**config.mk**
```make
export PLATFORM = sky130hd
export DESIGN_NAME = rtc_bus_sequencer
export DESIGN_NICKNAME = d
export VERILOG_FILES = /design/src/rtl/rtc_bus_sequencer_pkg.sv /design/src/rtl/rtc_bus_sequencer_timer.sv /design/src/rtl/rtc_bus_sequencer.sv
export SDC_FILE = /design/constraint.sdc
export NUM_CORES = 1
export LEC_CHECK = 0
export BUFFER_PORTS_ARGS = -buffer_cell sky130_fd_sc_hd__buf_2
export CORE_ASPECT_RATIO = 1.25
export CORE_MARGIN = 2
export CORE_UTILIZATION = 35
export CTS_CLUSTER_SIZE = 28
export DETAILED_ROUTE_END_ITERATION = 8
export GPL_TIMING_DRIVEN = 0
export HOLD_SLACK_MARGIN = 0.05
export PLACE_DENSITY = 0.61
export SYNTH_ARGS = -nofsm -noshare
export SYNTH_HDL_FRONTEND = slang
export SYNTH_SLANG_ARGS = --single-unit
```
**constraint.sdc**
```tcl
create_clock -name clk -period 2 [get_ports clk]
set_input_delay 0.2 -clock clk [delete_from_list [all_inputs] [get_ports clk]]
set_output_delay 0.2 -clock clk [all_outputs]
set_load 0.03 [all_outputs]
```
**src/rtl/rtc_bus_sequencer_pkg.sv**
```systemverilog
// Shared types and defaults for the RTC parallel-bus sequencer.
// Holds the FSM state encoding, the default phase lengths and the idle pin levels.
package rtc_bus_sequencer_pkg;

  localparam int unsigned TIMER_W   = 9;
  localparam int unsigned T_ALE_DEF = 10;
  localparam int unsigned T_AH_DEF  = 5;
  localparam int unsigned T_STB_DEF = 15;
  localparam int unsigned T_REC_DEF = 10;

  typedef enum logic [2:0] {
    ST_IDLE,
    ST_ADDR,
    ST_HOLD,
    ST_STROBE,
    ST_RECOVER,
    ST_DONE
  } state_t;

  typedef struct packed {
    logic       ale;
    logic       cs_n;
    logic       rd_n;
    logic       wr_n;
    logic       ad_oe;
    logic [7:0] ad_out;
  } bus_pins_t;

  localparam bus_pins_t PINS_IDLE = '{
    ale:    1'b0,
    cs_n:   1'b1,
    rd_n:   1'b1,
    wr_n:   1'b1,
    ad_oe:  1'b0,
    ad_out: 8'h00
  };

endpackage

```
**src/rtl/rtc_bus_sequencer_timer.sv**
```systemverilog
// Shared phase timer: up-counter with synchronous clear and enable.
// term flags the last cycle of a phase whose length is limit cycles.
module bus_phase_timer
  import rtc_bus_sequencer_pkg::*;
(
  input  logic               clk,
  input  logic               reset,
  input  logic               clr,
  input  logic               en,
  input  logic [TIMER_W-1:0] limit,
  output logic               term
);

  logic [TIMER_W-1:0] count;

  always_ff @(posedge clk) begin
    if (reset || clr) begin
      count <= '0;
    end else if (en) begin
      count <= count + TIMER_W'(1);
    end
  end

  // A limit of 511 terminates at 510, so the counter never wraps.
  assign term = (count == (limit - TIMER_W'(1)));

endmodule

```
**src/rtl/rtc_bus_sequencer.sv**
```systemverilog
// Sequences one address/strobe/recovery transaction on the multiplexed RTC bus.
// All pins are registered from the next state so they are valid on the first cycle of each state.
module rtc_bus_sequencer
  import rtc_bus_sequencer_pkg::*;
#(
  parameter int unsigned T_ALE = T_ALE_DEF,
  parameter int unsigned T_AH  = T_AH_DEF,
  parameter int unsigned T_STB = T_STB_DEF,
  parameter int unsigned T_REC = T_REC_DEF
) (
  input  logic       clk,
  input  logic       reset,
  input  logic       req,
  input  logic       wr,
  input  logic [7:0] addr,
  input  logic [7:0] wdata,
  output logic       busy,
  output logic       done,
  output logic [7:0] rdata,
  output logic [7:0] ad_out,
  output logic       ad_oe,
  input  logic [7:0] ad_in,
  output logic       ale,
  output logic       cs_n,
  output logic       rd_n,
  output logic       wr_n
);

  localparam logic [TIMER_W-1:0] LIM_ALE = TIMER_W'(T_ALE);
  localparam logic [TIMER_W-1:0] LIM_AH  = TIMER_W'(T_AH);
  localparam logic [TIMER_W-1:0] LIM_STB = TIMER_W'(T_STB);
  localparam logic [TIMER_W-1:0] LIM_REC = TIMER_W'(T_REC);

  state_t             state_q, state_d;
  logic               wr_q;
  logic [7:0]         addr_q, wdata_q;
  logic               cur_wr;
  logic [7:0]         cur_addr, cur_wdata;
  logic               tmr_clr, tmr_en, tmr_term;
  logic [TIMER_W-1:0] tmr_limit;
  bus_pins_t          pins_d, pins_q;
  logic               done_q;
  logic [7:0]         rdata_q;

  bus_phase_timer u_timer (
    .clk   (clk),
    .reset (reset),
    .clr   (tmr_clr),
    .en    (tmr_en),
    .limit (tmr_limit),
    .term  (tmr_term)
  );

  always_ff @(posedge clk) begin
    if (reset) begin
      state_q <= ST_IDLE;
    end else begin
      state_q <= state_d;
    end
  end

  always_comb begin
    state_d = state_q;
    unique case (state_q)
      ST_IDLE:    if (req)      state_d = ST_ADDR;
      ST_ADDR:    if (tmr_term) state_d = ST_HOLD;
      ST_HOLD:    if (tmr_term) state_d = ST_STROBE;
      ST_STROBE:  if (tmr_term) state_d = ST_RECOVER;
      ST_RECOVER: if (tmr_term) state_d = ST_DONE;
      ST_DONE:                  state_d = ST_IDLE;
      default:                  state_d = ST_IDLE;
    endcase
  end

  always_comb begin
    tmr_limit = TIMER_W'(1);
    tmr_en    = 1'b1;
    unique case (state_q)
      ST_ADDR:    tmr_limit = LIM_ALE;
      ST_HOLD:    tmr_limit = LIM_AH;
      ST_STROBE:  tmr_limit = LIM_STB;
      ST_RECOVER: tmr_limit = LIM_REC;
      default:    tmr_en    = 1'b0;
    endcase
    tmr_clr = (state_d != state_q);
  end

  always_ff @(posedge clk) begin
    if (reset) begin
      wr_q    <= 1'b0;
      addr_q  <= '0;
      wdata_q <= '0;
    end else if (state_q == ST_IDLE && req) begin
      wr_q    <= wr;
      addr_q  <= addr;
      wdata_q <= wdata;
    end
  end

  // On the accepting edge the request fields are not latched yet, so take them from the inputs.
  always_comb begin
    cur_wr    = (state_q == ST_IDLE) ? wr    : wr_q;
    cur_addr  = (state_q == ST_IDLE) ? addr  : addr_q;
    cur_wdata = (state_q == ST_IDLE) ? wdata : wdata_q;
  end

  always_comb begin
    pins_d = PINS_IDLE;
    unique case (state_d)
      ST_ADDR: begin
        pins_d.ale    = 1'b1;
        pins_d.ad_oe  = 1'b1;
        pins_d.ad_out = cur_addr;
      end
      ST_HOLD: begin
        pins_d.ad_oe  = 1'b1;
        pins_d.ad_out = cur_addr;
      end
      ST_STROBE: begin
        pins_d.cs_n = 1'b0;
        if (cur_wr) begin
          pins_d.wr_n   = 1'b0;
          pins_d.ad_oe  = 1'b1;
          pins_d.ad_out = cur_wdata;
        end else begin
          pins_d.rd_n = 1'b0;
        end
      end
      ST_RECOVER: begin
        if (cur_wr) begin
          pins_d.ad_oe  = 1'b1;
          pins_d.ad_out = cur_wdata;
        end
      end
      default: ;
    endcase
  end

  always_ff @(posedge clk) begin
    if (reset) begin
      pins_q <= PINS_IDLE;
      done_q <= 1'b0;
    end else begin
      pins_q <= pins_d;
      done_q <= (state_d == ST_DONE);
    end
  end

  // Capture on the edge where rd_n rises (last STROBE cycle of a read).
  always_ff @(posedge clk) begin
    if (reset) begin
      rdata_q <= '0;
    end else if (state_q == ST_STROBE && state_d == ST_RECOVER && !wr_q) begin
      rdata_q <= ad_in;
    end
  end

  assign busy   = (state_q != ST_IDLE);
  assign done   = done_q;
  assign rdata  = rdata_q;
  assign ale    = pins_q.ale;
  assign cs_n   = pins_q.cs_n;
  assign rd_n   = pins_q.rd_n;
  assign wr_n   = pins_q.wr_n;
  assign ad_oe  = pins_q.ad_oe;
  assign ad_out = pins_q.ad_out;

endmodule

```
Word level (Yosys, flattened, before mapping):

Cells that the tools add are included.
Widths: inputs -> output; s select.

* ROM bits: 0
* bits in latches: 0
* bits of input ports: 28
* register bits: 51
* logic and storage cells: 55
* memory bits (writable): 0
* memories: 0

* reduce and logical (&&, ||, !) cells: 11
* multipliers: 0
* multiplexer cells: 17
* divide/modulo/power cells: 0
* order comparisons: 0
* shift-type cells: 0
* $add $sub $neg: 2
* bitwise gates (word level): 1
* equal/unequal tests: 11

Operators by type and width (count)
* $pmux 9 s3: 1
* $mux 3: 6
* $mux 8: 2
* $pmux 3 s5: 1
* $eq 3x2->1 const B: 4
* $pmux 4 s3: 1
* $mux 10: 1
* $add 9x1->9 const B: 1
* $eq 3x3->1 const B: 3
* $eq 9x9->1: 1
* $mux 9: 1
* $eq 3x1->1 const B: 2
* $reduce_or 2->1: 3
* $sub 4x1->5 const B: 1
* $mux 1: 4
* $reduce_or 4->1: 1
* $logic_and 1x1->1: 3
* $logic_not 3->1: 1
* $ne 3x3->1: 1
* $reduce_bool 3->1: 1
* $logic_not 1->1: 1
* $logic_or 1x1->1: 1
* $not 1->1: 1

Longest topological paths before layout:

Gate-level depths: netlist of the first run.

* depth after elaboration: 10
* depth in mapped cells: 9

Cells and area by module:

A second synthesis of the first run with hierarchy kept.

* cell total of the unflattened synthesis: 288
* area, all modules: 2538.7 µm²

By module, submodules not included
* rtc_bus_sequencer: area each 1830.5 µm², times used 1, cells each 199
* bus_phase_timer: area each 708.2 µm², times used 1, cells each 89

Worst setup path before layout of the first run:

OpenSTA, ideal clock, no wires.

* path kind: reg2reg
* start point: register state_q[2]
* end point: register rdata_q[0], in the netlist rdata[0]
* arrival time: 1.899 ns
* data required time: 1.872 ns
* cell stages (with the launch flop): 7
* setup slack: -0.026 ns
* setup time: 0.128 ns
* cells stage by stage: dfxtp_1 -> buf_6 -> nor3b_1 -> or4_4 -> a2111oi_4 -> mux2i_1 -> nor2_1

* longest elaborated chain between the ends: 10
* elaborated cells on any way between the ends: 18

Ends and longest elaborated chain
* start: declaration: RTL line rtc_bus_sequencer.sv:34 `state_t state_q, state_d;`
* start signal: assignment: RTL line rtc_bus_sequencer.sv:58 `state_q <= state_d;`
* $eq 3x3->1 or $eq 3x1->1 (tied branches): RTL line rtc_bus_sequencer.sv:64, rtc_bus_sequencer.sv:78
* $reduce_or 2->1 (no line)
* $pmux 4 s3: RTL line rtc_bus_sequencer.sv:78 `unique case (state_q)`
* $sub 4x1->5: RTL line rtc_bus_sequencer_timer.sv:25 `assign term = (count == (limit - TIMER_W'(1)));`
* $eq 9x9->1: RTL line rtc_bus_sequencer_timer.sv:25
* $mux 3 (on tied branches)
* $pmux 3 s5: RTL line rtc_bus_sequencer.sv:64 `unique case (state_q)`
* $eq 3x3->1: RTL line rtc_bus_sequencer.sv:153 `end else if (state_q == ST_STROBE && state_d == ST_RECOVER && !wr_q) begin`
* $logic_and 1x1->1 (*) (2 in series): RTL line rtc_bus_sequencer.sv:153
* end signal: assignment: RTL line rtc_bus_sequencer.sv:154 `rdata_q <= ad_in;`
* end: declaration: RTL line rtc_bus_sequencer.sv:43 `logic [7:0] rdata_q;`

Mark *: on every way between the ends. The rest lies on a longest branch, timed or not.
A chain may end at the register's enable or synchronous reset.

Worst setup path after layout of the first run:

* start point: register state_q[2]
* end point: register pins_q, in the netlist ad_out[3]

* longest elaborated chain between the ends: 10
* elaborated cells on any way between the ends: 26

Ends and longest elaborated chain
* $eq 3x3->1 or $eq 3x1->1 (tied branches): RTL line rtc_bus_sequencer.sv:64, rtc_bus_sequencer.sv:78
* $reduce_or 2->1 (no line)
* $pmux 4 s3: RTL line rtc_bus_sequencer.sv:78
* $sub 4x1->5: RTL line rtc_bus_sequencer_timer.sv:25
* $eq 9x9->1: RTL line rtc_bus_sequencer_timer.sv:25
* $mux 3 (on tied branches)
* $pmux 3 s5: RTL line rtc_bus_sequencer.sv:64
* $eq 3x1->1 or $eq 3x2->1 (tied branches): RTL line rtc_bus_sequencer.sv:109 `unique case (state_d)`
* $reduce_or 2->1 (no line)
* $pmux 9 s3 (*): RTL line rtc_bus_sequencer.sv:109
* end signal: assignment: RTL line rtc_bus_sequencer.sv:144 `pins_q <= pins_d;`
* end: declaration: RTL line rtc_bus_sequencer.sv:41 `bus_pins_t pins_d, pins_q;`

Marks and branches as above.

==> parameters.txt, run 1 <==
Parameter                              Value

Outcome
  Result of the run ... complete, but fails checks
  Violations in the final reports ... setup timing

Worst setup path
  Slowest stage cell on the critical path ... or4_4
  Number of cells on the critical path ... 7
  Bufs and invs on worst path ... 2
  Data required time of the critical path ... between 2 and 2.5 ns
  Worst setup path class ... flop to flop
  Data arrival, critical path ... 2.28 ns
  Type of element launching the critical path ... flop
  Series of cell instances along the critical path ... nor3b_4 -> or4_4 -> a211o_1 -> buf_8 -> buf_6 -> nor2_4 -> o221ai_2
  Kind of cell adding the most delay to the critical path ... simple AND/OR/NAND/NOR gates
  Reg2Reg Depth ... 7
  Crit. End Element ... flop
  CP max FO ... 6
  Max incr delay on CP ... around 0.50 ns

STA
  Fmax achieved ... approximately 0.48 GHz
  Finish-stage setup viols ... 16
  Worst-case setup margin in the final layout ... -0.09112 ns
  Relative slew margins ... 0.4781
  Min Clock Period, post-route ... 2.091 ns
  Sum Neg Setup Slack ... -0.9418 ns
  Period utilization ... 1.046
  Largest clock skew in the final design ... 0.005290 ns
  Measured slew at the worst slew-check pin ... slightly below 0.8 ns
  Final Hold Vio Count ... 0
  Max Slew Vio Count ... 0
  RSZ-0062 raised after global routing ... yes

Placed design
  HPWL after DPL ... about 4.4 mm
  Post-placement cell count ... 438
  Instance area at placement ... 2780 sq um
  Port-buffer cells ... roughly 50
  Routability Congestion ... between 0.8 and 0.9

Floorplan
  Number of placement rows ... 33
  Die height ... a little under 100 um
  Die outline width ... approximately 80 um
  Starting density of the core ... 0.3653
  Floorplan Core Area ... ~6600 sq um
  Io pins ... 51
  Die area ... between 7000 and 8000 sq um

Synth
  Most frequent cell after synthesis ... nand2_1
  Cells after synthesis ... around 300
  Synthesized netlist net count ... 331
  Distinct cells, synth ... 42
  Combined area of all synthesized cells ... roughly 2400 sq um
  Top cell types by occurrence after synthesis ... nand2_1 (77), dfxtp_1 (51), a21oi_1 (23), nor2_1 (23), clkbuf_1 (17)
  Share of flip-flops with an asynchronous set or reset ... 0
  Post-synthesis area per instance ... approximately 8.0 sq um
  Portion of synthesized cell area occupied by the leading cell type ... 0.4230
  Fraction of the yosys area taken by sequential cells ... 0.4230
  Synthesized flop and latch total ... a little over 50
  Most area-hungry cell type in the Yosys netlist ... dfxtp_1
  Leading register cell type out of synthesis ... dfxtp_1
  Top post-synthesis cells by area ... dfxtp_1 (42%), nand2_1 (12%), mux2i_1 (6.6%)
  Number of flops mapped to enable cells by yosys ... 0
  Yosys Warn Count ... 0

Finish
  Total area of multi-input combinational cells ... about 1400 sq um
  Synthesis-to-layout area growth ... 27.37%
  Nets ... roughly 390
  Layout cell share with drive strength beyond 1 ... 0.2705
  Post-Layout Inst Area ... around 3000 sq um
  Footprint of the flip-flops and latches ... 1028 sq um
  Final standard cell utilization of the core ... 0.4653
  Final std cells w/o fill ... roughly 450
  Antenna diode instance count ... 0
  Fill cell instance count of the final layout ... 695

Clock network
  Clock Root Buffer ... clkbuf_8
  CTS buffer count ... 5
  CTS clock-pin slew for the worst setup and hold paths ... around 0.09 ns
  Number of sinks handled by clock tree synthesis ... between 50 and 60
  # hold bufs at CTS ... 0
  CTS tree ... yes
  Maximum number of buffers from clock root to sink ... 2
  Clock latency of the later-clocked register in the worst-skew pair ... 0.30 ns
  Depth of the CTS H-tree ... 2

Global route
  Number of global-route vias before repair ... 2164
  Global-route wire length before repair ... approximately 11 mm
  Number of antenna violations at the first check in global routing ... 0
  Overall Global Routing Usage ... 0.1727
  Sum of overflow across all layers after global routing ... 0
  Maximum number of pins on one net before global-route repair ... 17

Pwr
  Post-layout power ... 2.042 mW
  Worst supply voltage drop on vdd ... between 0.3 and 0.4 mV
  Leakage power of the design ... 1.275 nW
  Power density relative to cell area ... 664.1 nW/um^2

Detailed routing
  Initial DRT Pass Iterations ... 4
  Number of antenna-violating nets in the routed design ... 0
  WL/cell ... roughly 14 um
  Post-DR vias/cell ... ~5.1
  Total vias in the final route ... 2328
  Total wire length ... approximately 6.5 mm
  Number of DRC markers in iteration 0 ... 223
  Number of remaining DRC errors ... 0

Min path
  Classification of the worst-slack hold path ... primary input to flop
  Number of cells traversed by the worst hold path ... 3

Run
  Max-Cap Viols ... 0
cell families after synthesis:
kind of cell / share of synthesized area
AND/OR/NAND/NOR: 0.2696
AO/OA/AOI/OAI: 0.1540
flip-flops: 0.4230
buffers and inverters: 0.04095
multiplexers: 0.07102
XOR/XNOR: 0.03629
adder cells (fa/ha/maj): 0.005183
power breakdown:
group / leakage (nW) / internal (mW) / switching (mW)
Clock: 0.0418 / 0.252 / 0.345
Combinational: 0.815 / 0.138 / 0.230
Sequential: 0.418 / 1.05 / 0.0247
Total: 1.27 / 1.44 / 0.600
registers in the layout, summed over array words and instances, names as in the netlist:
| register | flops |
|---|---|
| addr_q | 8 |
| state_q | 3 |
| rd_n | 1 |
| ale | 1 |
| u_timer.count | 9 |
| ad_out | 8 |
| wdata_q | 8 |
| cs_n | 1 |
| rdata | 8 |
| ad_oe | 1 |
| done | 1 |
| wr_n | 1 |
| wr_q | 1 |
routing by layer:
metal,global-route usage,vias to the layer above,wire (um)
met4,0.07422,0,138
met3,0.02519,12,329
met1,0.2358,1066,2976
met5,0,-,0
met2,0.2699,75,3080
li1,-,1175,-
cell usage in the layout, fill, tap and decap left out, types with 3 or more instances in the layout:
cell      netlist  layout
mux2i_1        16      16
o221ai_2        0       6
nand4_1        11      11
clkbuf_2        0       7
xor2_1          5       5
nand2_1        77      76
inv_1           3       3
a21oi_1        23      23
clkbuf_8        0       5
buf_6           1       3
o21ai_1         0       7
nand2b_1        3       3
xnor2_1         5       4
or3_1           3       3
dfxtp_1        51      47
and3_1          3       3
dfxtp_2         0       3
nor2_1         23      23
buf_4           0       6
nor3_1          7       5
clkbuf_1       17       8
nor2b_1         3       3
a31oi_1         3       3
buf_2           1      50
repair_timing:
item                       4_1_cts  5_1_grt
setup buffers                    7        2
cloned                           1        0
pin swaps                        7        9
setup endpoints to repair       45       39
gates resized for setup         27       20
worst min-delay path, stage by stage:
cell	delay [ns]
buf_2	0.07
mux2i_1	0.05
nor2_1	0.07
final cells by class:
type                    instances  area share
clock buffers                   6     0.02361
plain buffers                  18     0.03012
multi-input cells             228      0.4579
repair buffers                 58      0.1095
clock inverters                 2    0.005291
well taps                      87     0.03541
flip-flops and latches         51      0.3346
inverters                       3    0.003663
per-stage QoR:
step	worst slack, ns	hold slack [ns]
2_1_floorplan	-0.02434	0.3360
5_1_grt	-0.1515	0.1291
3_3_place_gp	-0.4889	0.4332
3_5_place_dp	-0.4547	0.4439
6_report	-0.09112	0.1279
4_1_cts	-0.06897	0.1146
worst paths after layout:
path                                 start         to  slack (ns)
worst max register to register  state_q[2]  ad_out[3]       -0.09
worst max-delay path            state_q[2]  ad_out[3]       -0.09
worst min-delay path              ad_in[1]   rdata[1]        0.13
worst min register to register   addr_q[0]  addr_q[0]        0.46
Power figures use the tool's default switching activity.
==> run 2, diff against run 1 <==
Settings changed: CORE_UTILIZATION 35 to 49, CTS_CLUSTER_SIZE 28 to default, PLACE_DENSITY 0.61 to 0.83.
==> run 2 against run 1 <==
Effect of this change:
- clock skew up 0.0024 ns
- non-clock buffer count down 3
- fmax fell by 1.1%
- the run still ends with setup timing left
- core utilization grew 18 points
- clock power shrank 2%
==> parameters.txt, run 2 (synthesized netlist as in run 1, its figures left out) <==
Parameter                              Value

Outcome
  Result of the run ... complete, but fails checks (unchanged)
  Violations in the final reports ... setup timing (unchanged)

Finish
  Number of flip-flops in the largest register ... 9 (unchanged)
  Biggest register ... u_timer.count (unchanged)
  Commonest cells after routing, fill and taps aside ... nand2_1 (75), buf_2 (50), dfxtp_1 (46), nor2_1 (22), a21oi_1 (22) (was nand2_1 (76), buf_2 (50), dfxtp_1 (47), nor2_1 (23), a21oi_1 (23))
  Nets ... 391 (was 394)
  Final standard cell utilization of the core ... 0.6450 (was 0.4653)
  Leading cell type in the layout, fill and taps excluded ... nand2_1 (unchanged)
  Footprint of the flip-flops and latches ... 1032 sq um (was 1028 sq um)
  Antenna diode instance count ... 0 (unchanged)
  Fill cell instance count of the final layout ... 405 (was 695)
  Post-Layout Inst Area ... 3050 sq um (was 3074 sq um)
  Synthesis-to-layout area growth ... 26.39% (was 27.37%)
  Total area of multi-input combinational cells ... 1428 sq um (was 1408 sq um)
  Final std cells w/o fill ... 422 (was 453)
  Layout cell share with drive strength beyond 1 ... 0.2790 (was 0.2705)

Placed design
  Port-buffer cells ... 49 (unchanged)
  Instance area at placement ... 2746 sq um (was 2780 sq um)
  Post-placement cell count ... 411 (was 438)
  Routability Congestion ... 0.8696 (was 0.8990)
  HPWL after DPL ... 4.223 mm (was 4.397 mm)
  Setup slack at placement ... -0.3147 ns (was -0.4547 ns)

Worst setup path
  CP max FO ... 7 (was 6)
  Type of element launching the critical path ... flop (unchanged)
  Worst setup path class ... flop to flop (unchanged)
  Data arrival, critical path ... 2.34 ns (was 2.28 ns)
  Data required time of the critical path ... 2.22 ns (was 2.19 ns)
  Crit. End Element ... flop (unchanged)

STA
  Fmax achieved ... 0.4728 GHz (was 0.4782 GHz)
  Period utilization ... 1.058 (was 1.046)
  Finish-stage setup viols ... 9 (was 16)
  RSZ-0062 raised after global routing ... yes (unchanged)
  Largest clock skew in the final design ... 0.007675 ns (was 0.005290 ns)
  Sum Neg Setup Slack ... -0.3104 ns (was -0.9418 ns)
  Worst-case setup margin in the final layout ... -0.1153 ns (was -0.09112 ns)
  Relative slew margins ... 0.4648 (was 0.4781)
  Measured slew at the worst slew-check pin ... 0.7988 ns (was 0.7791 ns)
  Hold WS ... 0.1295 ns (was 0.1279 ns)
  Min Clock Period, post-route ... 2.115 ns (was 2.091 ns)
  Max Slew Vio Count ... 0 (unchanged)
  Final Hold Vio Count ... 0 (unchanged)

Floorplan
  Die area ... 5507 sq um (was 7581 sq um)
  Io pins ... 51 (unchanged)
  Floorplan Core Area ... 4730 sq um (was 6606 sq um)
  Die outline width ... 66.78 um (was 78.28 um)
  Number of placement rows ... 28 (was 33)
  Starting density of the core ... 0.5103 (was 0.3653)
  Die height ... 82.47 um (was 96.85 um)

Pwr
  Post-layout power ... 2.043 mW (was 2.042 mW)
  Leakage power of the design ... 1.272 nW (was 1.275 nW)
  Power density relative to cell area ... 669.7 nW/um^2 (was 664.1 nW/um^2)
  Worst supply voltage drop on vdd ... 0.5493 mV (was 0.3527 mV)

Run
  Max-Cap Viols ... 0 (unchanged)

Detailed routing
  Number of DRC markers in iteration 0 ... 207 (was 223)
  WL/cell ... 14.93 um (was 14.40 um)
  Total vias in the final route ... 2484 (was 2328)
  Number of antenna-violating nets in the routed design ... 0 (unchanged)
  Number of remaining DRC errors ... 0 (unchanged)
  Total wire length ... 6.301 mm (was 6.524 mm)
  Initial DRT Pass Iterations ... 7 (was 4)
  Post-DR vias/cell ... 5.886 (was 5.139)

Clock network
  Maximum number of buffers from clock root to sink ... 2 (unchanged)
  CTS buffer count ... 5 (unchanged)
  CTS clock-pin slew for the worst setup and hold paths ... 0.08 ns (was 0.09 ns)
  CTS tree ... yes (unchanged)
  Clock latency of the later-clocked register in the worst-skew pair ... 0.31 ns (was 0.30 ns)
  Depth of the CTS H-tree ... 2 (unchanged)
  Number of sinks handled by clock tree synthesis ... 51 (unchanged)
  Clock Root Buffer ... clkbuf_8 (unchanged)

Global route
  Number of global-route vias before repair ... 2232 (was 2164)
  Number of antenna violations at the first check in global routing ... 0 (unchanged)
  Global-route wire length before repair ... 9.701 mm (was 10.61 mm)
  Sum of overflow across all layers after global routing ... 0 (unchanged)
  Overall Global Routing Usage ... 0.2317 (was 0.1727)
  Maximum number of pins on one net before global-route repair ... 15 (was 17)

Min path
  Classification of the worst-slack hold path ... primary input to flop (unchanged)
[run 2: area by class of cell]
| cell class | count | area share |
|---|---|---|
| inverters | 3 | 0.003692 |
| clock buffers | 6 | 0.02707 |
| multi-input cells | 228 | 0.4680 |
| clock inverters | 1 | 0.001641 |
| flip-flops and latches | 51 | 0.3384 |
| repair buffers | 55 | 0.1062 |
| well taps | 60 | 0.02461 |
| plain buffers | 18 | 0.03035 |
[run 2: path summary, 6_finish.rpt]
check,from,end,slack [ns],depth (start not counted)
max,state_q[2],state_q[0],-0.12,6
min,ad_in[6],rdata[6],0.13,3
max reg2reg,state_q[2],state_q[0],-0.12,6
min reg2reg,addr_q[2],addr_q[2],0.46,2
[run 2: routing by layer]
metal / global-route usage / part of all wire / vias up
met5: 0 / 0 / -
met4: 0.1551 / 0.037 / 0
met3: 0.05149 / 0.081 / 28
met2: 0.3750 / 0.49 / 151
met1: 0.2738 / 0.40 / 1143
li1: - / - / 1162
[run 2: power by group]
group          total, mW  internal (mW)  switching (mW)
Sequential          1.08           1.05          0.0241
Clock              0.588          0.272           0.317
Combinational      0.379          0.146           0.233
Total               2.04           1.47           0.574
[run 2: critical path: stages (launching register included)]
cell,delay [ns]
dfxtp_4,0.39
nor3b_4,0.17
or4_4,0.46
a211o_4,0.38
buf_8,0.15
or3_1,0.32
a31oi_1,0.16
[run 2: repair_timing]
item,4_1_cts,5_1_grt
buffers inserted,1,4
cloned,1,1
pin swaps,2,12
hold endpoints to repair,0,0
endpoints found under the setup margin,36,39
gates resized for setup,14,34
hold buffers,0,0
==> run 3, diff against run 2 <==
Settings changed: ABC_AREA from default to 1, PLACE_DENSITY 0.83 to 0.82.
==> run 3 against run 2 <==
Effect of this change:
- die area rose by 3.2%
- flip-flop and latch count did not move
- largest power group is now combinational logic
- synthesized cell count rose by 19%
- first-iteration DRC count did not move
- sequential share of layout area fell by 2.8 points
- sequential power rose by 21%
- critical path depth rose by 9
- clock skew rose by 0.0010 ns
- synthesized area rose by 3.4%
- fmax fell by 0.70%
- combinational power rose to 9.9 times the previous value
- non-clock buffer count rose by 8
- the run still ends with setup timing left
==> parameters.txt, run 3 <==
Parameter                              Value

Synth
  Portion of synthesized cell area occupied by the leading cell type ... 0.4092 (was 0.4230)
  Synthesized netlist net count ... 388 (was 331)
  Post-synthesis area per instance ... 6.950 sq um (was 7.992 sq um)
  Fraction of the yosys area taken by sequential cells ... 0.4092 (was 0.4230)
  Yosys Warn Count ... 0 (unchanged)
  Leading register cell type out of synthesis ... dfxtp_1 (unchanged)
  Number of flops mapped to enable cells by yosys ... 0 (unchanged)
  Most area-hungry cell type in the Yosys netlist ... dfxtp_1 (unchanged)
  Combined area of all synthesized cells ... 2495 sq um (was 2414 sq um)
  Most frequent cell after synthesis ... nand2_1 (unchanged)
  Cells after synthesis ... 359 (was 302)
  Synthesized flop and latch total ... 51 (unchanged)
  Distinct cells, synth ... 30 (was 42)
  Share of flip-flops with an asynchronous set or reset ... 0 (unchanged)
  Top post-synthesis cells by area ... dfxtp_1 (41%), nand2_1 (12%), nor2_1 (9.2%) (was dfxtp_1 (42%), nand2_1 (12%), mux2i_1 (6.6%))
  Top cell types by occurrence after synthesis ... nand2_1 (80), nor2_1 (61), dfxtp_1 (51), inv_1 (39), nand3_1 (25) (was nand2_1 (77), dfxtp_1 (51), a21oi_1 (23), nor2_1 (23), clkbuf_1 (17))

Worst setup path
  Type of element launching the critical path ... flop (unchanged)
  Reg2Reg Depth ... 15 (was 6)
  Max incr delay on CP ... 0.35 ns (was 0.46 ns)
  Crit. End Element ... flop (unchanged)
  Most Frequent Cell on Critical Path ... nand2_4
  Kind of cell adding the most delay to the critical path ... simple AND/OR/NAND/NOR gates (unchanged)
  Number of cells on the critical path ... 15 (was 6)
  Data arrival, critical path ... 2.31 ns (was 2.34 ns)
  Series of cell instances along the critical path ... buf_4 -> nor2_4 -> nand2_4 -> nand2_2 -> nand2_2 -> nand2_4 -> buf_4 -> nand3_1 -> nand2_4 -> inv_1 -> nand3_4 -> buf_6 -> a21oi_2 -> nor2_1 -> nor2_1 (was nor3b_4 -> or4_4 -> a211o_4 -> buf_8 -> or3_1 -> a31oi_1)
  Slowest stage cell on the critical path ... dfxtp_2 (was or4_4)
  Data required time of the critical path ... 2.18 ns (was 2.22 ns)
  CP max FO ... 6 (was 7)
  Worst setup path class ... flop to flop (unchanged)
  Bufs and invs on worst path ... 4 (was 1)

Finish
  Leading cell type in the layout, fill and taps excluded ... nand2_1 (unchanged)
  Antenna diode instance count ... 0 (unchanged)
  Footprint of the flip-flops and latches ... 1027 sq um (was 1032 sq um)
  Biggest register ... u_timer.count (unchanged)
  Commonest cells after routing, fill and taps aside ... nand2_1 (66), nor2_1 (57), buf_2 (51), dfxtp_1 (48), inv_1 (36) (was nand2_1 (75), buf_2 (50), dfxtp_1 (46), nor2_1 (22), a21oi_1 (22))
  Fill cell instance count of the final layout ... 427 (was 405)
  Total area of multi-input combinational cells ... 1475 sq um (was 1428 sq um)
  Layout cell share with drive strength beyond 1 ... 0.3227 (was 0.2790)
  Post-Layout Inst Area ... 3314 sq um (was 3050 sq um)
  Number of flip-flops in the largest register ... 9 (unchanged)
  Nets ... 465 (was 391)
  Final std cells w/o fill ... 499 (was 422)
  Synthesis-to-layout area growth ... 32.85% (was 26.39%)

Global route
  Global-route wire length before repair ... 10.12 mm (was 9.701 mm)
  Number of antenna violations at the first check in global routing ... 0 (unchanged)
  Sum of overflow across all layers after global routing ... 0 (unchanged)
  Maximum number of pins on one net before global-route repair ... 17 (was 15)
  Overall Global Routing Usage ... 0.2271 (was 0.2317)
  Number of global-route vias before repair ... 2380 (was 2232)

Placed design
  Post-placement cell count ... 470 (was 411)
  Instance area at placement ... 2818 sq um (was 2746 sq um)
  Routability Congestion ... 0.8319 (was 0.8696)
  Setup slack at placement ... -0.1552 ns (was -0.3147 ns)
  HPWL after DPL ... 4.261 mm (was 4.223 mm)
  Port-buffer cells ... 49 (unchanged)

Floorplan
  Die area ... 5682 sq um (was 5507 sq um)
  Starting density of the core ... 0.4983 (was 0.5103)
  Die outline width ... 67.82 um (was 66.78 um)
  Die height ... 83.78 um (was 82.47 um)
  Number of placement rows ... 29 (was 28)
  Floorplan Core Area ... 5007 sq um (was 4730 sq um)
  Io pins ... 51 (unchanged)

Pwr
  Leakage power of the design ... 1.479 nW (was 1.272 nW)
  Worst supply voltage drop on vdd ... 1.020 mV (was 0.5493 mV)
  Post-layout power ... 5.704 mW (was 2.043 mW)
  Power density relative to cell area ... 1721 nW/um^2 (was 669.7 nW/um^2)

Detailed routing
  WL/cell ... 14.65 um (was 14.93 um)
  Total vias in the final route ... 2662 (was 2484)
  Total wire length ... 7.310 mm (was 6.301 mm)
  Number of antenna-violating nets in the routed design ... 0 (unchanged)
  Number of DRC markers in iteration 0 ... 207 (unchanged)
  Number of remaining DRC errors ... 0 (unchanged)
  Post-DR vias/cell ... 5.335 (was 5.886)
  Initial DRT Pass Iterations ... 4 (was 7)

STA
  Final Hold Vio Count ... 0 (unchanged)
  Relative slew margins ... 0.6553 (was 0.4648)
  Worst-case setup margin in the final layout ... -0.1302 ns (was -0.1153 ns)
  Finish-stage setup viols ... 9 (unchanged)
  Min Clock Period, post-route ... 2.130 ns (was 2.115 ns)
  Period utilization ... 1.065 (was 1.058)
  Max Slew Vio Count ... 0 (unchanged)
  Measured slew at the worst slew-check pin ... 0.5170 ns (was 0.7988 ns)
  Fmax achieved ... 0.4694 GHz (was 0.4728 GHz)
  RSZ-0062 raised after global routing ... yes (unchanged)
  Largest clock skew in the final design ... 0.008700 ns (was 0.007675 ns)

Clock network
  CTS tree ... yes (unchanged)
  CTS clock-pin slew for the worst setup and hold paths ... 0.10 ns (was 0.08 ns)
  CTS buffer count ... 5 (unchanged)
  Clock latency of the later-clocked register in the worst-skew pair ... 0.31 ns (about the same)
  Clock Root Buffer ... clkbuf_8 (unchanged)
  Number of sinks handled by clock tree synthesis ... 51 (unchanged)
  Depth of the CTS H-tree ... 2 (unchanged)
  Maximum number of buffers from clock root to sink ... 2 (unchanged)
  # hold bufs at CTS ... 0 (unchanged)

Run
  Max-Cap Viols ... 0 (unchanged)

Min path
  Classification of the worst-slack hold path ... primary input to flop (unchanged)
  Number of cells traversed by the worst hold path ... 3 (unchanged)

Outcome
  Result of the run ... complete, but fails checks (unchanged)
  Violations in the final reports ... setup timing (unchanged)
run 3: cell count changes in the layout (fill, tap and decap cells not counted), moves of 8 or more:
cell	previous run	this run
nor2_1	22	57
inv_1	3	36
a211oi_1	0	24
nand3_1	2	19
mux2i_1	16	0
buf_4	4	16
nand2_2	2	12
nand2_1	75	66
nand4_1	11	3
run 3: cell type report:
cell class,count,share of cell area
plain buffers,13,0.02378
clock buffers,6,0.02492
inverters,42,0.05134
well taps,62,0.02341
multi-input cells,255,0.4451
flip-flops and latches,51,0.3099
repair buffers,68,0.1166
clock inverters,2,0.004908
run 3: final timing paths:
check	to	startpoint	slack, ns
max	ad_out[7]	state_q[1]	-0.13
min reg2reg	rdata[4]	rdata[4]	0.47
min	rdata[3]	ad_in[3]	0.12
max reg2reg	ad_out[7]	state_q[1]	-0.13
run 3: cell families after synthesis:
logic type	share of synthesized area
buf+inv	0.08776
xor+xnor	0.01404
compound gates	0.1384
simple gates	0.3455
flops	0.4092
fa+ha+maj	0.005014
run 3: worst reg2reg max path, stage by stage (launching register included):
cell and delay [ns]:
dfxtp_2 0.35, buf_4 0.15, nor2_4 0.14, nand2_4 0.09
nand2_2 0.08, nand2_2 0.06, nand2_4 0.12, buf_4 0.13
nand3_1 0.15, nand2_4 0.14, inv_1 0.09, nand3_4 0.14
buf_6 0.14, a21oi_2 0.05, nor2_1 0.12, nor2_1 0.06
run 3: through the flow:
step | setup TNS [ns] | hold slack, ns | util
2_1_floorplan | 0 | 0.3448 | -
3_3_place_gp | -0.4820 | 0.4493 | 0.5627
3_5_place_dp | -1.093 | 0.4531 | 0.5627
4_1_cts | -0.003788 | 0.1282 | 0.6000
5_1_grt | -3.080 | 0.1420 | 0.6619
6_report | -0.5259 | 0.1235 | 0.6619
run 3: where the power goes:
part / switching (mW) / internal [mW]
clock: 0.367 / 0.283
combinational: 2.44 / 1.30
sequential: 0.0770 / 1.24
run 3: timing repair:
item | in CTS | in global routing
gates resized for setup | 15 | 57
setup endpoints to repair | 22 | 42
hold endpoints to repair | 0 | 0
pin swaps | 3 | 22
buffers inserted | 5 | 12
gates cloned | 0 | 4
run 3: metal layers:
layer | vias to the layer above | part of all wire | track usage | wire (um)
li1 | 1314 | - | - | -
met1 | 1218 | 0.38 | 0.2740 | 2756
met2 | 107 | 0.54 | 0.3841 | 3925
met3 | 23 | 0.054 | 0.04453 | 396
met4 | 0 | 0.032 | 0.09273 | 231
met5 | - | 0 | 0 | 0
